`config.mk`:
```
export PLATFORM = sky130hd
export DESIGN_NAME = puf_signature_collector_flat
export DESIGN_NICKNAME = d
export VERILOG_FILES = /design/src/rtl/puf_signature_collector_if.sv /design/src/rtl/puf_signature_collector.sv /design/src/flat_wrapper.sv
export SDC_FILE = /design/constraint.sdc
export NUM_CORES = 1
export LEC_CHECK = 0
export BUFFER_PORTS_ARGS = -buffer_cell sky130_fd_sc_hd__buf_2
export CAP_MARGIN = 20
export CELL_PAD_IN_SITES_DETAIL_PLACEMENT = 2
export CELL_PAD_IN_SITES_GLOBAL_PLACEMENT = 2
export CORE_MARGIN = 1
export CORE_UTILIZATION = 27
export DETAILED_ROUTE_END_ITERATION = 6
export PLACE_DENSITY = 0.65
export SLEW_MARGIN = 30
export SYNTH_ARGS = -nofsm -noshare
export SYNTH_HDL_FRONTEND = slang
export SYNTH_SLANG_ARGS = --single-unit
```
`constraint.sdc`:
```
create_clock -name clk -period 4.6 [get_ports clk]
set_input_delay 0.69 -clock clk [delete_from_list [all_inputs] [get_ports clk]]
set_output_delay 0.69 -clock clk [all_outputs]
set_load 0.01 [all_outputs]
```
`src/rtl/puf_signature_collector_if.sv`:
```
// puf_signature_collector_if: sweep control and PUF-facing signals of the signature collector.
// Rev 1.0
`default_nettype none

interface puf_signature_collector_if #(
  parameter int PUF_LENGTH = 8
);
  localparam int SIG_W = 1 << PUF_LENGTH;

  logic                  start;
  logic                  result;
  logic [PUF_LENGTH-1:0] challenge;
  logic                  run;
  logic                  busy;
  logic                  done;
  logic                  sig_valid;
  logic [SIG_W-1:0]      signature;
  logic [PUF_LENGTH:0]   unstable_count;

  modport master (
    input  start, result,
    output challenge, run, busy, done, sig_valid, signature, unstable_count
  );

  modport slave (
    output start, result,
    input  challenge, run, busy, done, sig_valid, signature, unstable_count
  );
endinterface

`default_nettype wire

```
`src/rtl/puf_signature_collector.sv`:
```
// puf_signature_collector: sweeps every PUF challenge, majority-votes REPEATS samples each,
// assembles the device signature and counts unstable challenges. Rev 1.0
`default_nettype none

module puf_signature_collector #(
  parameter int PUF_LENGTH    = 8,
  parameter int SETTLE_CYCLES = 10,
  parameter int EVAL_CYCLES   = 10,
  parameter int REPEATS       = 3
) (
  input  logic clk,
  input  logic reset,
  puf_signature_collector_if.master bus
);

  localparam int SIG_W   = 1 << PUF_LENGTH;
  localparam int TMAX    = (SETTLE_CYCLES > EVAL_CYCLES) ? SETTLE_CYCLES : EVAL_CYCLES;
  localparam int TIMER_W = $clog2(TMAX + 1);
  localparam int REP_W   = $clog2(REPEATS + 1);
  localparam int VOTE_W  = $clog2(REPEATS + 1);

  typedef enum logic [2:0] {
    IDLE   = 3'd0,
    SETTLE = 3'd1,
    EVAL   = 3'd2,
    SAMPLE = 3'd3,
    FINISH = 3'd4
  } state_t;

  state_t                state;
  logic [TIMER_W-1:0]    timer;
  logic [REP_W-1:0]      rep;
  logic [VOTE_W-1:0]     votes;
  logic [PUF_LENGTH-1:0] challenge;
  logic                  run;
  logic                  busy;
  logic                  done;
  logic                  sig_valid;
  logic [SIG_W-1:0]      signature;
  logic [PUF_LENGTH:0]   unstable_count;

  logic last_challenge;
  logic last_repeat;
  logic voted;
  logic unanimous;

  assign last_challenge = (challenge == {PUF_LENGTH{1'b1}});
  assign last_repeat    = (rep == REP_W'(REPEATS - 1));
  assign voted          = (votes > VOTE_W'(REPEATS / 2));
  assign unanimous      = (votes == '0) || (votes == VOTE_W'(REPEATS));

  always_ff @(posedge clk or negedge reset) begin
    if (!reset) begin
      state          <= IDLE;
      timer          <= '0;
      rep            <= '0;
      votes          <= '0;
      challenge      <= '0;
      run            <= 1'b0;
      busy           <= 1'b0;
      done           <= 1'b0;
      sig_valid      <= 1'b0;
      signature      <= '0;
      unstable_count <= '0;
    end else begin
      done <= 1'b0;
      case (state)
        IDLE: begin
          if (bus.start) begin
            challenge      <= '0;
            rep            <= '0;
            votes          <= '0;
            timer          <= '0;
            signature      <= '0;
            unstable_count <= '0;
            sig_valid      <= 1'b0;
            busy           <= 1'b1;
            state          <= SETTLE;
          end
        end
        SETTLE: begin
          if (timer == TIMER_W'(SETTLE_CYCLES - 1)) begin
            timer <= '0;
            run   <= 1'b1;
            state <= EVAL;
          end else begin
            timer <= timer + 1'b1;
          end
        end
        EVAL: begin
          // result is sampled on the edge that also drops run
          if (timer == TIMER_W'(EVAL_CYCLES - 1)) begin
            timer <= '0;
            run   <= 1'b0;
            votes <= votes + VOTE_W'(bus.result);
            state <= SAMPLE;
          end else begin
            timer <= timer + 1'b1;
          end
        end
        SAMPLE: begin
          if (!last_repeat) begin
            rep   <= rep + 1'b1;
            state <= SETTLE;
          end else begin
            signature <= {voted, signature[SIG_W-1:1]};
            if (!unanimous) begin
              unstable_count <= unstable_count + 1'b1;
            end
            votes <= '0;
            rep   <= '0;
            if (last_challenge) begin
              done      <= 1'b1;
              sig_valid <= 1'b1;
              state     <= FINISH;
            end else begin
              challenge <= challenge + 1'b1;
              state     <= SETTLE;
            end
          end
        end
        FINISH: begin
          busy  <= 1'b0;
          state <= IDLE;
        end
        default: state <= IDLE;
      endcase
    end
  end

  assign bus.challenge      = challenge;
  assign bus.run            = run;
  assign bus.busy           = busy;
  assign bus.done           = done;
  assign bus.sig_valid      = sig_valid;
  assign bus.signature      = signature;
  assign bus.unstable_count = unstable_count;

endmodule

`default_nettype wire
```
`src/flat_wrapper.sv`:
```
// flat-port wrapper written by rule: the top's interface ports become plain ports
module puf_signature_collector_flat 
#(
  parameter int PUF_LENGTH    = 8,
  parameter int SETTLE_CYCLES = 10,
  parameter int EVAL_CYCLES   = 10,
  parameter int REPEATS       = 3
)
  (clk, reset, bus_start, bus_result, bus_challenge, bus_run, bus_busy, bus_done, bus_sig_valid, bus_signature, bus_unstable_count);
  puf_signature_collector_if #(.PUF_LENGTH(PUF_LENGTH)) bus_i ();
  input  logic clk;
  input  logic reset;
  input wire logic [$bits(bus_i.start)-1:0] bus_start;
  input wire logic [$bits(bus_i.result)-1:0] bus_result;
  output wire logic [$bits(bus_i.challenge)-1:0] bus_challenge;
  output wire logic [$bits(bus_i.run)-1:0] bus_run;
  output wire logic [$bits(bus_i.busy)-1:0] bus_busy;
  output wire logic [$bits(bus_i.done)-1:0] bus_done;
  output wire logic [$bits(bus_i.sig_valid)-1:0] bus_sig_valid;
  output wire logic [$bits(bus_i.signature)-1:0] bus_signature;
  output wire logic [$bits(bus_i.unstable_count)-1:0] bus_unstable_count;
  assign bus_i.start = bus_start;
  assign bus_i.result = bus_result;
  assign bus_challenge = bus_i.challenge;
  assign bus_run = bus_i.run;
  assign bus_busy = bus_i.busy;
  assign bus_done = bus_i.done;
  assign bus_sig_valid = bus_i.sig_valid;
  assign bus_signature = bus_i.signature;
  assign bus_unstable_count = bus_i.unstable_count;
  puf_signature_collector #(.PUF_LENGTH(PUF_LENGTH), .SETTLE_CYCLES(SETTLE_CYCLES), .EVAL_CYCLES(EVAL_CYCLES), .REPEATS(REPEATS)) u_core (.clk(clk), .reset(reset), .bus(bus_i));
endmodule
```
==> flow_summary.ini, run 1 <==
[sta]
fin_crit_ns = 2.543
slew-limit-headroom_pct = 40.79
finClkSkew_ns = 0.008416
hold_viol = 0
slew_violations = 0
fin_ws_ns = 2.057
setup_viol = 0
worstMarginPinSlew_ns = 0.8882
worst_hold_slack_ns = 0.2109
rsz0062_at_grt = no
finalCritPeriodShare_pct = 55.29
tns_ns = 0
timing.fmax_mhz = 393.2

[logic_synthesis]
synth_largest_area_cell = dfrtp_1
ys_seq_area_share_pct = 67.53
async_flop_share_pct = 100.0
synth_top_area_share_pct = 67.53
synthCells = 756
yosys_most_used_dff = dfrtp_1
synth_fp_nets = 766
avgSynthCellArea_sq_um = 14.12
ys_ff_latch = 288
ys_warn_count = 0
synth-edff-count = 0
syn-cell-area_sq_mm = 0.01067
synth_cell_types = 42
synth_area_leaders = dfrtp_1 (68%), a22o_1 (21%), buf_2 (2.5%), nand2_1 (0.81%), a21oi_1 (0.80%)

[drt]
vias = 7795
avgRoutedWirePerCell_um = 19.84
drt-initial-drc-count = 382
wl_um = 30870
drt-vias-per-instance = 5.010
ant_nets = 0
dr.pass1.iters = 4
drc = 0

[power_and_ir_drop]
clkPwrFrac_pct = 50.1
vdd_ir_drop_max_uv = 285.0
seq_power_share_pct = 48.6
p_total_mw = 5.223
intPower_mw = 4.119
power.leakage_nw = 7.268
comb_power_share_pct = 1.3
switching_share_pct = 21.14
power-per-cell-area_mw_per_mm2 = 383.3
p_sw_mw = 1.104

[clocking]
cts_buffer_depth = 3
clkSlewWorstSetupHoldPaths_ns = 0.06
cts_setup_buffers = 0
cts_root_buf = clkbuf_16
cts_max_level = 2
post_cts_resized = 0
clk_latency_ns = 0.52
cts_hold_buf = 0
cts_buffers = 34
cts_tree = done
clock_sinks = 288

[worst_setup_path]
critPathMaxStageDelay_ns = 0.62
path_cells = and4b_1, o21ai_4, buf_4, or4_1, a21oi_1
startpoint_type = register
crit_type = register to register
required_ns = 5.05
worstPathBufferInverterCount = 1
worstPathArrival_ns = 2.99
cpLargestDelayFamily = simple AND/OR/NAND/NOR gates
crit_slowest_cell = dfrtp_1
path_max_fanout = 58
end_kind = register

[global_routing]
antenna_found_initial = 0
grt_pass1_vias = 8332
track_usage_pct = 15.38
grt_pass1_wl_um = 50020
grt_max_degree = 164
grt_overflow = 0

[floorplan]
core_sq_mm = 0.03883
dieArea_sq_mm = 0.04032
initial_utilization_pct = 27.48
boundaryPins = 281
fp.dieH_um = 200.8
num_rows = 72
fp.dieW_um = 200.8

[final_layout]
nets = 1028
instances_no_fill = 1556
final_util_pct = 35.10
syn_to_final_growth_pct = 27.69
final.fill_count = 4070
multi_input_area_sq_mm = 0.003138
drive_above_1_share_pct = 33.24
stdcell_area_sq_mm = 0.01363
register_area_sq_mm = 0.007207
diodes = 0

[placement]
port_buffers = 280
gp_congestion = 0.7289
post-place-ws_ns = 1.940
dp_cells = 1500
dp_hpwl_um = 19760
placed_area_sq_mm = 0.01256

[flow_run]
drv_cap = 0

[hold_path]
hold_path_class = primary input to async pin

[status]
outcome = finished, final reports clean
-- cell usage in the layout, fill, tap and decap left out, types with 2 or more instances in the layout --
cell type,synthesis,layout
dfrtp_1,288,288
buf_2,53,279
a22o_1,255,255
clkbuf_16,0,35
nand2_1,23,23
a21oi_1,17,17
o21ai_0,14,14
nor2_1,13,11
nand3_1,10,10
o31ai_1,8,8
clkbuf_8,0,8
clkbuf_1,8,7
inv_1,6,6
and3_1,6,6
or4_1,6,6
or3_1,6,6
ha_1,6,6
buf_4,3,6
clkinv_2,0,4
buf_12,0,4
xor2_1,3,3
nand4b_1,2,2
nand4_1,2,2
and3b_1,2,2
and2_1,2,2
o2111ai_1,2,2
nor2b_1,2,2
-- power by group through the flow --
stage	logic (mW)	registers, mW	clock network, mW
2_1_floorplan	0.00686	2.58	0
3_3_place_gp	0.0708	2.58	0
3_5_place_dp	0.0717	2.58	0
4_1_cts	0.0720	2.54	2.73
5_1_grt	0.0777	2.54	2.82
6_report	0.0660	2.54	2.62
-- synthesized netlist by cell type (all sizes together) (2+ instances only) --
| cell type | instances |
|---|---|
| a21oi | 17 |
| a22o | 255 |
| and2 | 2 |
| and3 | 6 |
| and3b | 2 |
| buf | 56 |
| clkbuf | 8 |
| dfrtp | 288 |
| ha | 6 |
| inv | 6 |
| nand2 | 23 |
| nand3 | 10 |
| nand4 | 2 |
| nand4b | 2 |
| nor2 | 13 |
| nor2b | 2 |
| nor3b | 2 |
| o2111ai | 3 |
| o21ai | 15 |
| o31ai | 8 |
| or3 | 6 |
| or4 | 6 |
| xor2 | 3 |
-- logic make-up after synthesis --
group           Yosys count  share of synthesized area (%)
compound gates          305                          23.95
buf+inv                  71                          3.224
simple gates             82                          4.256
xor+xnor                  4                         0.3284
flops                   288                          67.53
fa+ha+maj                 6                         0.7035
-- final timing paths --
path,from,endpoint,slack (ns),cells past startpoint
max in group asynchronous,reset,u_core.bus.signature[59]$_DFFE_PN0P_,3.42,2
max reg2reg,u_core.state[0]$_DFFE_PN0P_,u_core.bus.challenge[2]$_DFFE_PN0P_,2.06,5
max,u_core.state[0]$_DFFE_PN0P_,u_core.bus.challenge[2]$_DFFE_PN0P_,2.06,5
min in group clk,u_core.bus.sig_valid$_DFFE_PN0P_,u_core.bus.sig_valid$_DFFE_PN0P_,0.50,1
min reg2reg,u_core.bus.sig_valid$_DFFE_PN0P_,u_core.bus.sig_valid$_DFFE_PN0P_,0.50,1
min,reset,u_core.bus.signature[123]$_DFFE_PN0P_,0.21,1
-- flip-flops by register name, indices dropped and copies added, names as in the netlist, 2 cells and up --
signal / flops
u_core.bus.signature: 256
u_core.bus.unstable_count: 9
u_core.bus.challenge: 8
u_core.timer: 4
u_core.state: 3
u_core.rep: 2
u_core.votes: 2
-- worst register-to-register path: cells and delay by family (launching register included) --
family | cells | cell delay, ns
AOI/OAI and AO/OA | 2 | 0.39
and+or+nand+nor | 2 | 1.09
DFF | 1 | 0.62
buffers and inverters | 1 | 0.37
-- final cells by class --
class / instances / share of cell area, %
multi-input cells: 397 / 23.03
well taps: 518 / 4.756
clock buffers: 50 / 7.428
inverters: 7 / 0.1928
clock inverters: 6 / 0.4315
flip-flops and latches: 288 / 52.89
repair buffers: 290 / 11.28
-- per-layer routing --
layer	global-route usage [%]	vias up	share of wire (%)
met5	0	-	0
met4	5.616	0	2.7
met3	3.831	49	5.6
met2	23.38	201	45
met1	21.20	4124	46
li1	-	3421	-
No activity file was read; power rests on OpenSTA's default activity.
==> run 2, diff against run 1 <==
==> constraint.sdc (replaced) <==
create_clock -name clk -period 2.4 [get_ports clk]
set_input_delay 0.36 -clock clk [delete_from_list [all_inputs] [get_ports clk]]
set_output_delay 0.36 -clock clk [all_outputs]
set_load 0.01 [all_outputs]
==> flow_summary.ini, run 2 (synthesis results as in run 1) <==
[clocking]
cts_buffers = 34
clock_sinks = 288
cts_buffer_depth = 3
post_cts_resized = 0
cts_max_level = 2
cts_hold_buf = 1
clk_latency_ns = 0.53
clkSlewWorstSetupHoldPaths_ns = 0.05
cts_root_buf = clkbuf_16
cts_setup_buffers = 0
cts_tree = done

[worst_setup_path]
rr_startpoint = u_core.state[0]$_DFFE_PN0P_
required_ns = 2.84
path_cells = and4b_1, o2111ai_4, or4_1, a21oi_1
path_max_fanout = 14
worstPathArrival_ns = 2.61
critPathMaxStageDelay_ns = 0.62
end_kind = register
crit_slowest_cell = dfrtp_1
r2r_slack_ns = 0.23
crit_start = u_core.state[0]$_DFFE_PN0P_
startpoint_type = register
cp-endpoint = u_core.bus.unstable_count[8]$_DFFE_PN0P_
r2r-end = u_core.bus.unstable_count[8]$_DFFE_PN0P_
crit_type = register to register
r2r_cells = 4

[drt]
drt-initial-drc-count = 325
avgRoutedWirePerCell_um = 19.81
highest_layer = met4
drt-vias-per-instance = 4.978
detailroute.wirelength.met3_um = 1753
dr.pass1.iters = 4
wl_um = 31360
ant_nets = 0
vias = 7880
wl_met2_um = 14450
drc = 0
met1Wirelength_um = 14410

[floorplan]
core_sq_mm = 0.03883
fp.dieH_um = 200.8
fp.dieW_um = 200.8
initial_utilization_pct = 27.48
num_rows = 72
dieArea_sq_mm = 0.04032
boundaryPins = 281

[status]
outcome = finished, final reports clean

[sta]
setup_viol = 0
slew-limit-headroom_pct = 56.41
finalCritPeriodShare_pct = 90.34
fin_ws_ns = 0.2318
slew_violations = 0
rsz0062_at_grt = no
worst_hold_slack_ns = 0.2229
tns_ns = 0
finClkSkew_ns = 0.01565
hold_viol = 0
worstMarginPinSlew_ns = 0.6539
timing.fmax_mhz = 461.2
fin_crit_ns = 2.168

[final_layout]
nets = 1050
syn_to_final_growth_pct = 30.57
final_util_pct = 35.89
stdcell_area_sq_mm = 0.01393
final_common_cell = dfrtp_1
instances_no_fill = 1583
final.fill_count = 4025
reg_top3 = u_core.bus.signature x256, u_core.bus.unstable_count x9, u_core.bus.challenge x8
regMostFlops = u_core.bus.signature
diodes = 0
drive_above_1_share_pct = 34.84
largest_reg_flops = 256
layout_common_cells = dfrtp_1 (288), buf_2 (279), a22o_1 (255)

[power_and_ir_drop]
intPower_mw = 7.963
power-per-cell-area_mw_per_mm2 = 727.2
power.leakage_nw = 7.439
seq_power_share_pct = 48.0
vdd_ir_drop_max_uv = 373.4
comb_power_share_pct = 1.4
p_sw_mw = 2.169
clkPwrFrac_pct = 50.6
p_total_mw = 10.13
switching_share_pct = 21.41

[hold_path]
hold_path_class = primary input to register

[placement]
gp_congestion = 0.7552
post-place-ws_ns = 0.2451
dp_hpwl_um = 21100
placed_area_sq_mm = 0.01280
port_buffers = 280
dp_cells = 1521

[global_routing]
track_usage_pct = 15.59
antenna_found_initial = 0
grt_pass1_wl_um = 50630
grt_pass1_vias = 8390
grt_overflow = 0
grt_max_degree = 91

[flow_run]
drv_cap = 0
==> run 2: cell count changes in the layout (fill, tap and decap cells not counted), sizes merged <==
cell | before | now
inv | 7 | 6
buf | 290 | 311
dlygate4sd3 | 0 | 1
clkinv | 5 | 11
==> run 2: worst min-delay path by stage <==
stage | startpoint | slack (ns) | cells after the start | endpoint
after detailed placement | reset | 0.40 | 1 | u_core.bus.signature[123]$_DFFE_PN0P_
after global placement | reset | 0.38 | 1 | u_core.bus.signature[122]$_DFFE_PN0P_
final | bus_result | 0.22 | 4 | u_core.votes[0]$_DFFE_PN0P_
after global routing | bus_result | 0.23 | 4 | u_core.votes[0]$_DFFE_PN0P_
after CTS | bus_result | 0.20 | 4 | u_core.votes[0]$_DFFE_PN0P_
after floorplan | reset | 0.06 | 0 | u_core.bus.busy$_DFFE_PN0P_
==> run 2: final cells by class <==
type	instances	area [sq um]	area share (%)
clock buffers	50	1022	7.337
repair buffers	312	1792	12.86
flip-flops and latches	288	7207	51.72
multi-input cells	397	3136	22.50
clock inverters	11	102.6	0.7363
well taps	518	648.1	4.652
inverters	7	26.28	0.1886
==> run 2: metal layers <==
layer	GRT usage [%]	vias up
met1	21.42	4160
met2	23.77	201
met5	0	-
li1	-	3470
met3	4.205	49
met4	5.180	0
==> run 2: power groups by stage <==
stage	Clock [mW]	Sequential, mW	Combinational [mW]
floorplan	0	4.95	0.0131
global placement	0	4.95	0.147
detailed placement	0	4.95	0.151
CTS	5.30	4.86	0.152
global route	5.49	4.86	0.165
finish	5.13	4.87	0.141
==> run 2: worst max-delay path, delay by kind of cell, from the launching register on <==
kind	cells	cell delay [ns]
compound gates	2	0.41
flops	1	0.62
simple gates	2	1.06
